`config.mk`:
```
export PLATFORM = sky130hd
export DESIGN_NAME = mmio_bridge_flat
export DESIGN_NICKNAME = d
export VERILOG_FILES = /design/src/rtl/mmio_bridge_if.sv /design/src/rtl/mmio_bridge.sv /design/src/flat_wrapper.sv
export SDC_FILE = /design/constraint.sdc
export NUM_CORES = 1
export LEC_CHECK = 0
export CORE_AREA = 2 2 87 89
export DETAILED_ROUTE_END_ITERATION = 6
export DIE_AREA = 0 0 89 91
export GPL_TIMING_DRIVEN = 0
export PLACE_DENSITY = 0.85
export SYNTH_ARGS = -nofsm -noshare
export SYNTH_HDL_FRONTEND = slang
export SYNTH_SLANG_ARGS = --single-unit
```
`constraint.sdc`:
```
create_clock -name i_clk -period 4.66 [get_ports i_clk]
set_input_delay 0.932 -clock i_clk [delete_from_list [all_inputs] [get_ports i_clk]]
set_output_delay 0.932 -clock i_clk [all_outputs]
set_load 0.01 [all_outputs]
```
`src/rtl/mmio_bridge_if.sv`:
```
// CPU data-side bus between the MEM stage and mmio_bridge.
// The CPU drives address, store data and the store strobe; load data returns combinationally.
interface mmio_bridge_if;
    logic [31:0] cpu_addr;
    logic [31:0] cpu_wdata;
    logic        cpu_we;
    logic [31:0] cpu_rdata;

    modport master (
        output cpu_addr,
        output cpu_wdata,
        output cpu_we,
        input  cpu_rdata
    );

    modport slave (
        input  cpu_addr,
        input  cpu_wdata,
        input  cpu_we,
        output cpu_rdata
    );
endinterface

```
`src/rtl/mmio_bridge.sv`:
```
// Routes CPU data accesses to RAM (addr[31]=0) or to MMIO: 8N1 UART TX, machine timer, LED register.
// Define MMIO_TIMER_EN to build the MTIME/MTIMECMP timer and timer_irq; otherwise they read 0.
module mmio_bridge #(
    parameter int RAM_AW  = 10,
    parameter int CLK_DIV = 868
) (
    input  logic              i_clk,
    input  logic              i_rst_n,
    mmio_bridge_if.slave      bus,
    output logic [RAM_AW-1:0] o_ram_addr,
    output logic [31:0]       o_ram_wdata,
    output logic              o_ram_we,
    input  logic [31:0]       i_ram_rdata,
    output logic              o_uart_tx,
    output logic              o_timer_irq,
    output logic [7:0]        o_led
);

    typedef enum logic [1:0] {
        UART_IDLE,
        UART_START,
        UART_DATA,
        UART_STOP
    } uart_state_t;

    localparam logic [2:0]  OFF_TXDATA   = 3'd0;
    localparam logic [2:0]  OFF_STATUS   = 3'd1;
    localparam logic [2:0]  OFF_MTIME    = 3'd2;
    localparam logic [2:0]  OFF_MTIMECMP = 3'd3;
    localparam logic [2:0]  OFF_LED      = 3'd4;
    localparam logic [15:0] BAUD_RELOAD  = 16'(CLK_DIV - 1);

    uart_state_t r_state;
    logic [15:0] r_baud;
    logic [2:0]  r_bitIdx;
    logic [7:0]  r_shift;
    logic        r_uartTx;
    logic [7:0]  r_led;

    logic        w_mmioSel;
    logic [2:0]  w_offset;
    logic        w_mmioWe;
    logic        w_txWrite;
    logic        w_busy;
    logic [31:0] w_mtimeRead;
    logic [31:0] w_mtimecmpRead;
    logic [31:0] w_rdata;
    logic        w_unusedAddr;

    assign w_mmioSel    = bus.cpu_addr[31];
    assign w_offset     = bus.cpu_addr[4:2];
    assign w_mmioWe     = w_mmioSel & bus.cpu_we;
    assign w_busy       = (r_state != UART_IDLE);
    assign w_txWrite    = w_mmioWe && (w_offset == OFF_TXDATA) && !w_busy;
    assign w_unusedAddr = ^{bus.cpu_addr[1:0], bus.cpu_addr[30:RAM_AW+2]};

    assign o_ram_addr  = bus.cpu_addr[RAM_AW+1:2];
    assign o_ram_wdata = bus.cpu_wdata;
    assign o_ram_we    = bus.cpu_we & ~w_mmioSel;
    assign o_uart_tx   = r_uartTx;
    assign o_led       = r_led;

    // Baud counter counts down to 0 and reloads on every bit boundary.
    always_ff @(posedge i_clk or negedge i_rst_n) begin
        if (!i_rst_n) begin
            r_state  <= UART_IDLE;
            r_baud   <= '0;
            r_bitIdx <= '0;
            r_shift  <= '0;
            r_uartTx <= 1'b1;
        end else begin
            case (r_state)
                UART_IDLE: begin
                    if (w_txWrite) begin
                        r_state  <= UART_START;
                        r_baud   <= BAUD_RELOAD;
                        r_bitIdx <= '0;
                        r_shift  <= bus.cpu_wdata[7:0];
                        r_uartTx <= 1'b0;
                    end
                end
                UART_START: begin
                    if (r_baud == '0) begin
                        r_state  <= UART_DATA;
                        r_baud   <= BAUD_RELOAD;
                        r_uartTx <= r_shift[0];
                        r_shift  <= {1'b0, r_shift[7:1]};
                    end else begin
                        r_baud <= r_baud - 16'd1;
                    end
                end
                UART_DATA: begin
                    if (r_baud == '0) begin
                        r_baud <= BAUD_RELOAD;
                        if (r_bitIdx == 3'd7) begin
                            r_state  <= UART_STOP;
                            r_bitIdx <= '0;
                            r_uartTx <= 1'b1;
                        end else begin
                            r_bitIdx <= r_bitIdx + 3'd1;
                            r_uartTx <= r_shift[0];
                            r_shift  <= {1'b0, r_shift[7:1]};
                        end
                    end else begin
                        r_baud <= r_baud - 16'd1;
                    end
                end
                UART_STOP: begin
                    if (r_baud == '0) begin
                        r_state <= UART_IDLE;
                    end else begin
                        r_baud <= r_baud - 16'd1;
                    end
                end
                default: r_state <= UART_IDLE;
            endcase
        end
    end

    always_ff @(posedge i_clk or negedge i_rst_n) begin
        if (!i_rst_n) begin
            r_led <= '0;
        end else if (w_mmioWe && (w_offset == OFF_LED)) begin
            r_led <= bus.cpu_wdata[7:0];
        end
    end

`ifdef MMIO_TIMER_EN
    logic [31:0] r_mtime;
    logic [31:0] r_mtimecmp;
    logic        r_timerIrq;

    // A software write to MTIME takes priority over that cycle's increment.
    always_ff @(posedge i_clk or negedge i_rst_n) begin
        if (!i_rst_n) begin
            r_mtime    <= '0;
            r_mtimecmp <= 32'hFFFF_FFFF;
            r_timerIrq <= 1'b0;
        end else begin
            if (w_mmioWe && (w_offset == OFF_MTIME)) begin
                r_mtime <= bus.cpu_wdata;
            end else begin
                r_mtime <= r_mtime + 32'd1;
            end
            if (w_mmioWe && (w_offset == OFF_MTIMECMP)) begin
                r_mtimecmp <= bus.cpu_wdata;
            end
            r_timerIrq <= (r_mtime >= r_mtimecmp);
        end
    end

    assign w_mtimeRead    = r_mtime;
    assign w_mtimecmpRead = r_mtimecmp;
    assign o_timer_irq    = r_timerIrq;
`else
    assign w_mtimeRead    = '0;
    assign w_mtimecmpRead = '0;
    assign o_timer_irq    = 1'b0;
`endif

    always_comb begin
        w_rdata = '0;
        if (!w_mmioSel) begin
            w_rdata = i_ram_rdata;
        end else begin
            case (w_offset)
                OFF_STATUS:   w_rdata = {30'd0, o_timer_irq, w_busy};
                OFF_MTIME:    w_rdata = w_mtimeRead;
                OFF_MTIMECMP: w_rdata = w_mtimecmpRead;
                OFF_LED:      w_rdata = {24'd0, r_led};
                default:      w_rdata = '0;
            endcase
        end
    end

    assign bus.cpu_rdata = w_rdata;

endmodule

```
`src/flat_wrapper.sv`:
```
// flat-port wrapper written by rule: the top's interface ports become plain ports
module mmio_bridge_flat 
#(
    parameter int RAM_AW  = 10,
    parameter int CLK_DIV = 868
)
  (i_clk, i_rst_n, o_ram_addr, o_ram_wdata, o_ram_we, i_ram_rdata, o_uart_tx, o_timer_irq, o_led, bus_cpu_addr, bus_cpu_wdata, bus_cpu_we, bus_cpu_rdata);
  mmio_bridge_if bus_i ();
  input  logic i_clk;
  input  logic i_rst_n;
  output logic [RAM_AW-1:0] o_ram_addr;
  output logic [31:0] o_ram_wdata;
  output logic o_ram_we;
  input  logic [31:0] i_ram_rdata;
  output logic o_uart_tx;
  output logic o_timer_irq;
  output logic [7:0] o_led;
  input wire logic [$bits(bus_i.cpu_addr)-1:0] bus_cpu_addr;
  input wire logic [$bits(bus_i.cpu_wdata)-1:0] bus_cpu_wdata;
  input wire logic [$bits(bus_i.cpu_we)-1:0] bus_cpu_we;
  output wire logic [$bits(bus_i.cpu_rdata)-1:0] bus_cpu_rdata;
  assign bus_i.cpu_addr = bus_cpu_addr;
  assign bus_i.cpu_wdata = bus_cpu_wdata;
  assign bus_i.cpu_we = bus_cpu_we;
  assign bus_cpu_rdata = bus_i.cpu_rdata;
  mmio_bridge #(.RAM_AW(RAM_AW), .CLK_DIV(CLK_DIV)) u_core (.i_clk(i_clk), .i_rst_n(i_rst_n), .bus(bus_i), .o_ram_addr(o_ram_addr), .o_ram_wdata(o_ram_wdata), .o_ram_we(o_ram_we), .i_ram_rdata(i_ram_rdata), .o_uart_tx(o_uart_tx), .o_timer_irq(o_timer_irq), .o_led(o_led));
endmodule
```
# Yosys cells after proc, flatten, opt, wreduce, memory -nomap -nowiden
# Cells that the tools add are included.
[classes]
addsub = 2
n_eq_ne = 13
n_mux = 26
n_bitwise = 3
n_reduce_logical = 16
[ops]
columns = ["op", "n"]
rows = [
  ["2-to-1 mux 16 bit", 3],
  ["case mux 16 bit (3 select lines)", 1],
  ["2-to-1 mux 32 bit", 1],
  ["2-to-1 mux 8 bit", 4],
  ["case mux 8 bit (3 select lines)", 1],
  ["logical NOT 16 bit", 1],
  ["case mux 8 bit (2 select lines)", 1],
  ["subtractor 16 x 1 -> 16 bit, second input constant", 1],
  ["2-to-1 mux 2 bit", 5],
  ["!= test 2 x 1 -> 1 bit, second input constant", 5],
  ["AND reduction 5 bit", 2],
  ["2-to-1 mux 3 bit", 3],
  ["case mux 2 bit (4 select lines)", 1],
  ["== test 3 bit, second input constant", 2],
  ["case mux 3 bit (2 select lines)", 1],
  ["== test 2 bit, second input constant", 2],
  ["2-to-1 mux 1 bit", 4],
  ["!= test 2 bit, second input constant", 2],
  ["AND reduction 4 bit", 1],
  ["nonzero test 2 bit", 2],
  ["adder 3 x 1 -> 3 bit, second input constant", 1],
  ["== test 3 x 1 -> 1 bit, second input constant", 1],
  ["logical AND 1 bit", 3],
  ["logical NOT 3 bit", 1],
  ["10 further kinds", 11],
]
[word_totals]
reg_bits = 38
in_bits = 99
out_inout_bits = 85
elab_cells = 66

# Depth between registers and ports, before layout
# Gate-level depths: netlist (run 1).
[depth]
ltp_word = 5
depth_mapped = 8
depth_no_buf = 7

# Least setup slack after synthesis (run 1)
# No wires, ideal clock.
[synth_path]
path_type = "input to output"
startpoint = "input bus_cpu_addr[3]"
endpoint = "output bus_cpu_rdata[1]"
t_arrival_ps = 2014
t_required_ps = 3728
path_slack_ps = 1714
path_stages = 5
path_buffers = 1
path_cell_list = "or3b_2 > clkbuf_1 > nor2_1 > nand2_1 > o21ai_0"
[synth_via]
elab_chain_cells = 3
elab_cells_between_ends = 4
cone_classes = "eq/ne (2); mux (2)"
[synth_lines]
columns = ["element", "line_no", "rtl"]
rows = [
  ["start: declaration", "flat_wrapper.sv:18", "input wire logic [$bits(bus_i.cpu_addr)-1:0] bus_cpu_addr;"],
  ["== test 3 bit or == test 3 x 1 -> 1 bit (tied branches)", "mmio_bridge.sv:166", "case (w_offset)"],
  ["case mux 8 bit (2 select lines) *", "mmio_bridge.sv:166", ""],
  ["2-to-1 mux 32 bit *", "mmio_bridge.sv:163", "if (!w_mmioSel) begin"],
  ["end: declaration", "flat_wrapper.sv:21", "output wire logic [$bits(bus_i.cpu_rdata)-1:0] bus_cpu_rdata;"],
]
# Every way passes the cells marked *; elsewhere a longest branch is shown, timed or not.

# Worst setup path in the final report (run 1)
[layout_path]
startpoint = "input bus_cpu_addr[31]"
endpoint = "output bus_cpu_rdata[6]"
[layout_via]
elab_chain_cells = 1
[layout_lines]
columns = ["element", "line_no"]
rows = [
  ["2-to-1 mux 32 bit", "mmio_bridge.sv:163"],
]
# No other way between the ends.

==> flow_summary.ini, run 1 <==
[run_status]
outcome = completed

[critical_path]
cp.required_ps = 3730
start_kind = input port
reg2reg_from = u_core.r_baud[0]
cp.buffers_inverters = 3
reg2reg_slack_ps = 1840
worstReg2RegEnd = u_core.r_baud[14]
worst_ep_arrival_time_ps = 3430
crit_top_cell = clkdlybuf4s50_1
path_class = input port to output port
rr_worst_depth = 7
slowest_stage = clkdlybuf4s50_1
crit_end = bus_cpu_rdata[6]
endpoint_kind = output port
cpPeakStageDelay_ps = 630
cp-startpoint = bus_cpu_addr[31]
path_depth = 7
crit_family = buffers and inverters
path_max_fanout = 8
crit_path_cell_trace = clkdlybuf4s50_1 > or3b_2 > clkbuf_1 > nor2_1 > nand2_1 > o21ai_0 > clkdlybuf4s50_1

[global_route]
grt_usage_pct = 19.3
grt_use_met1_pct = 22.9
grt_antenna_before_repair = 0
grt_pass1_wl_um = 12700
use_met3_pct = 3.45
overflow = 0
met2_usage_pct = 35.7
top_usage_layer = met2
grt_pass1_vias = 2708
grt_max_degree = 39

[routing]
wl_per_cell_um = 14.6
drc = 0
drtIter0Drc = 166
firstDrtPassIters = 4
ant_nets = 0
avgViaCountPerCell = 5.13
vias = 2876
routed_wl_um = 8180

[finish]
n_antenna_cell = 0
final_core_util_pct = 61.3
drive_above_1_share_pct = 17.3
finalNetCount = 568
syn2layout_area_growth_pct = 55.3

[clocking]
cts.sinks = 38
cts_setup_buffers = 0
numCtsBuffers = 5
h-tree-depth = 2
cts_tree = yes
ctsLongestPathBuffers = 2
clock_latency_ps = 290
clk_pin_slew_worst_paths_ps = 80
cts_resized = 0
cts_root_buf = clkbuf_8
postCtsHoldBufs = 0

[placed_design]
port_buffers = 130
gp_congestion = 0.910
place_ws_ps = 227
dp_hpwl_um = 6490

[logic_synthesis]
ys_warn_count = 0
yosys_register_bits = 38
synth_top_family_by_area = simple AND/OR/NAND/NOR gates
ys_types = 51
yosys.area_share.simple_pct = 21.6
syn-instance-count = 324
synth_seq_area_share_pct = 33.8
synth_area_leaders = dfrtp_1 33%, buf_4 12%, nor2b_1 6.2%, a21oi_1 4.1%, mux2_2 4.0%
synth_edf_count = 0
ys.flop_type = dfrtp_1
synth_fa_ha_area_share_pct = 3.56
syn_nets = 431
synth_most_common_cell = buf_4
syn_area_um2 = 2820
post-synth-top-area-cell = dfrtp_1
avgSynthCellArea_um2 = 8.69
synth.top_cell.area_share_pct = 32.9
synth_compound_area_share_pct = 17.1
async_flop_share_pct = 100
synth_commonest_cells = 44 x buf_4, 37 x dfrtp_1, 28 x nor2b_1
synth_xor_area_share_pct = 0
muxShareOfSynthArea_pct = 7.73

[power_and_ir_drop]
ir_drop_v = 0.000197
leakage_nw = 1.84
power_density_nw_per_um2 = 214

[die]
io_pins = 184
rows = 31
die_w_um = 89
die_area_um2 = 8100
initial_core_util_pct = 39.4
die_h_um = 91
core_um2 = 7140

[timing]
layout_setup_ws_ps = 300
clock_skew_ps = 4.28
fmax_ghz = 0.229
slew_headroom_pct = 39.7
tns_ps = 0
final_max_slew_viol_count = 0
fin_crit_sh_pct = 93.6
rsz0062_at_grt = false
setup_viol = 0
hold_viol = 0
worstMarginPinSlew_ps = 897
fin_crit_ps = 4360

[run]
maxCapViolations = 0

[min_path]
hold_class = register to register
holdPathStages = 1
logic make-up (layout without fill, tap and decap cells):
logic type,count (synthesis),in the layout
buffers and inverters,74,212
adder cells (fa/ha/maj),8,8
multiplexers,20,20
AND/OR/NAND/NOR,107,107
flip-flops,38,38
AO/OA/AOI/OAI,76,76
other,1,1
per-stage QoR:
stage                     hold WS [ps]  instances  power (mW)  area [µm²]
after floorplan                    465        324       0.451        2820
after global placement             488        553       0.604        4240
after detailed placement           502        553       0.608        4240
after CTS                          522        561       0.945        4370
after global routing               537        561       0.977        4370
final                              519        561       0.935        4370
layout make-up:
| class | count | area (µm²) |
|---|---|---|
| tap | 99 | 124 |
| fill | 625 | 2760 |
| multi-input combinational | 212 | 1410 |
| inverter | 15 | 56.3 |
| clock buffer | 5 | 68.8 |
| timing repair buffer | 130 | 1300 |
| buffer | 59 | 397 |
| clock inverter | 3 | 68.8 |
| sequential | 38 | 952 |
report_power, final:
part | total [mW] | switching, mW | internal (mW)
logic | 0.241 | 0.0820 | 0.159
registers | 0.358 | 0.0121 | 0.346
clock network | 0.336 | 0.122 | 0.214
total | 0.935 | 0.216 | 0.719
metal layers:
layer	up-vias	wire, µm
met5	-	0
met4	0	75
met3	8	611
met2	126	4370
met1	1372	3130
li1	1370	-
worst min path at each step:
stage,from,endpoint
after floorplan,u_core.r_baud[7],u_core.r_baud[7]
after global placement,u_core.r_baud[12],u_core.r_baud[12]
after detailed placement,u_core.r_shift[7],u_core.r_shift[7]
after CTS,u_core.r_shift[7],u_core.r_shift[7]
after global routing,u_core.r_shift[7],u_core.r_shift[7]
final,u_core.r_shift[7],u_core.r_shift[7]
worst reg2reg max path, stage by stage, from the launching register on:
cell and delay [ps]:
dfrtp_1 410, inv_1 110, ha_1 160, or4b_4 490, nor4_2 770, nor3_1 340
and3_1 250, o22a_1 190
cells in the final DEF (no fill, tap or decap), types with 4 or more instances in the layout:
cell,count
dfrtp_1,37
clkdlybuf4s50_1,129
mux2_2,10
nor3_1,8
o22a_1,5
nor4_1,4
nand3_1,6
a31oi_1,10
or4_1,4
inv_1,15
mux2i_1,9
a21oi_1,23
clkbuf_8,5
buf_4,44
ha_1,8
nor2b_1,28
clkbuf_1,12
o21ai_0,18
nand2_1,21
nor2_1,14
state kept, by name (all words and copies together) (netlist names):
signal	count
u_core.o_led	8
u_core.o_uart_tx	1
u_core.r_baud	16
u_core.r_bitIdx	3
u_core.r_shift	8
u_core.r_state	2
No activity file was read; power rests on OpenSTA's default activity.
==> run 2: changes to the inputs <==
Settings changed: CAP_MARGIN set to 0, CTS_CLUSTER_DIAMETER set to 60.
==> results of run 2 <==
No change in the layout: final DEF, timing and power equal those of run 1.
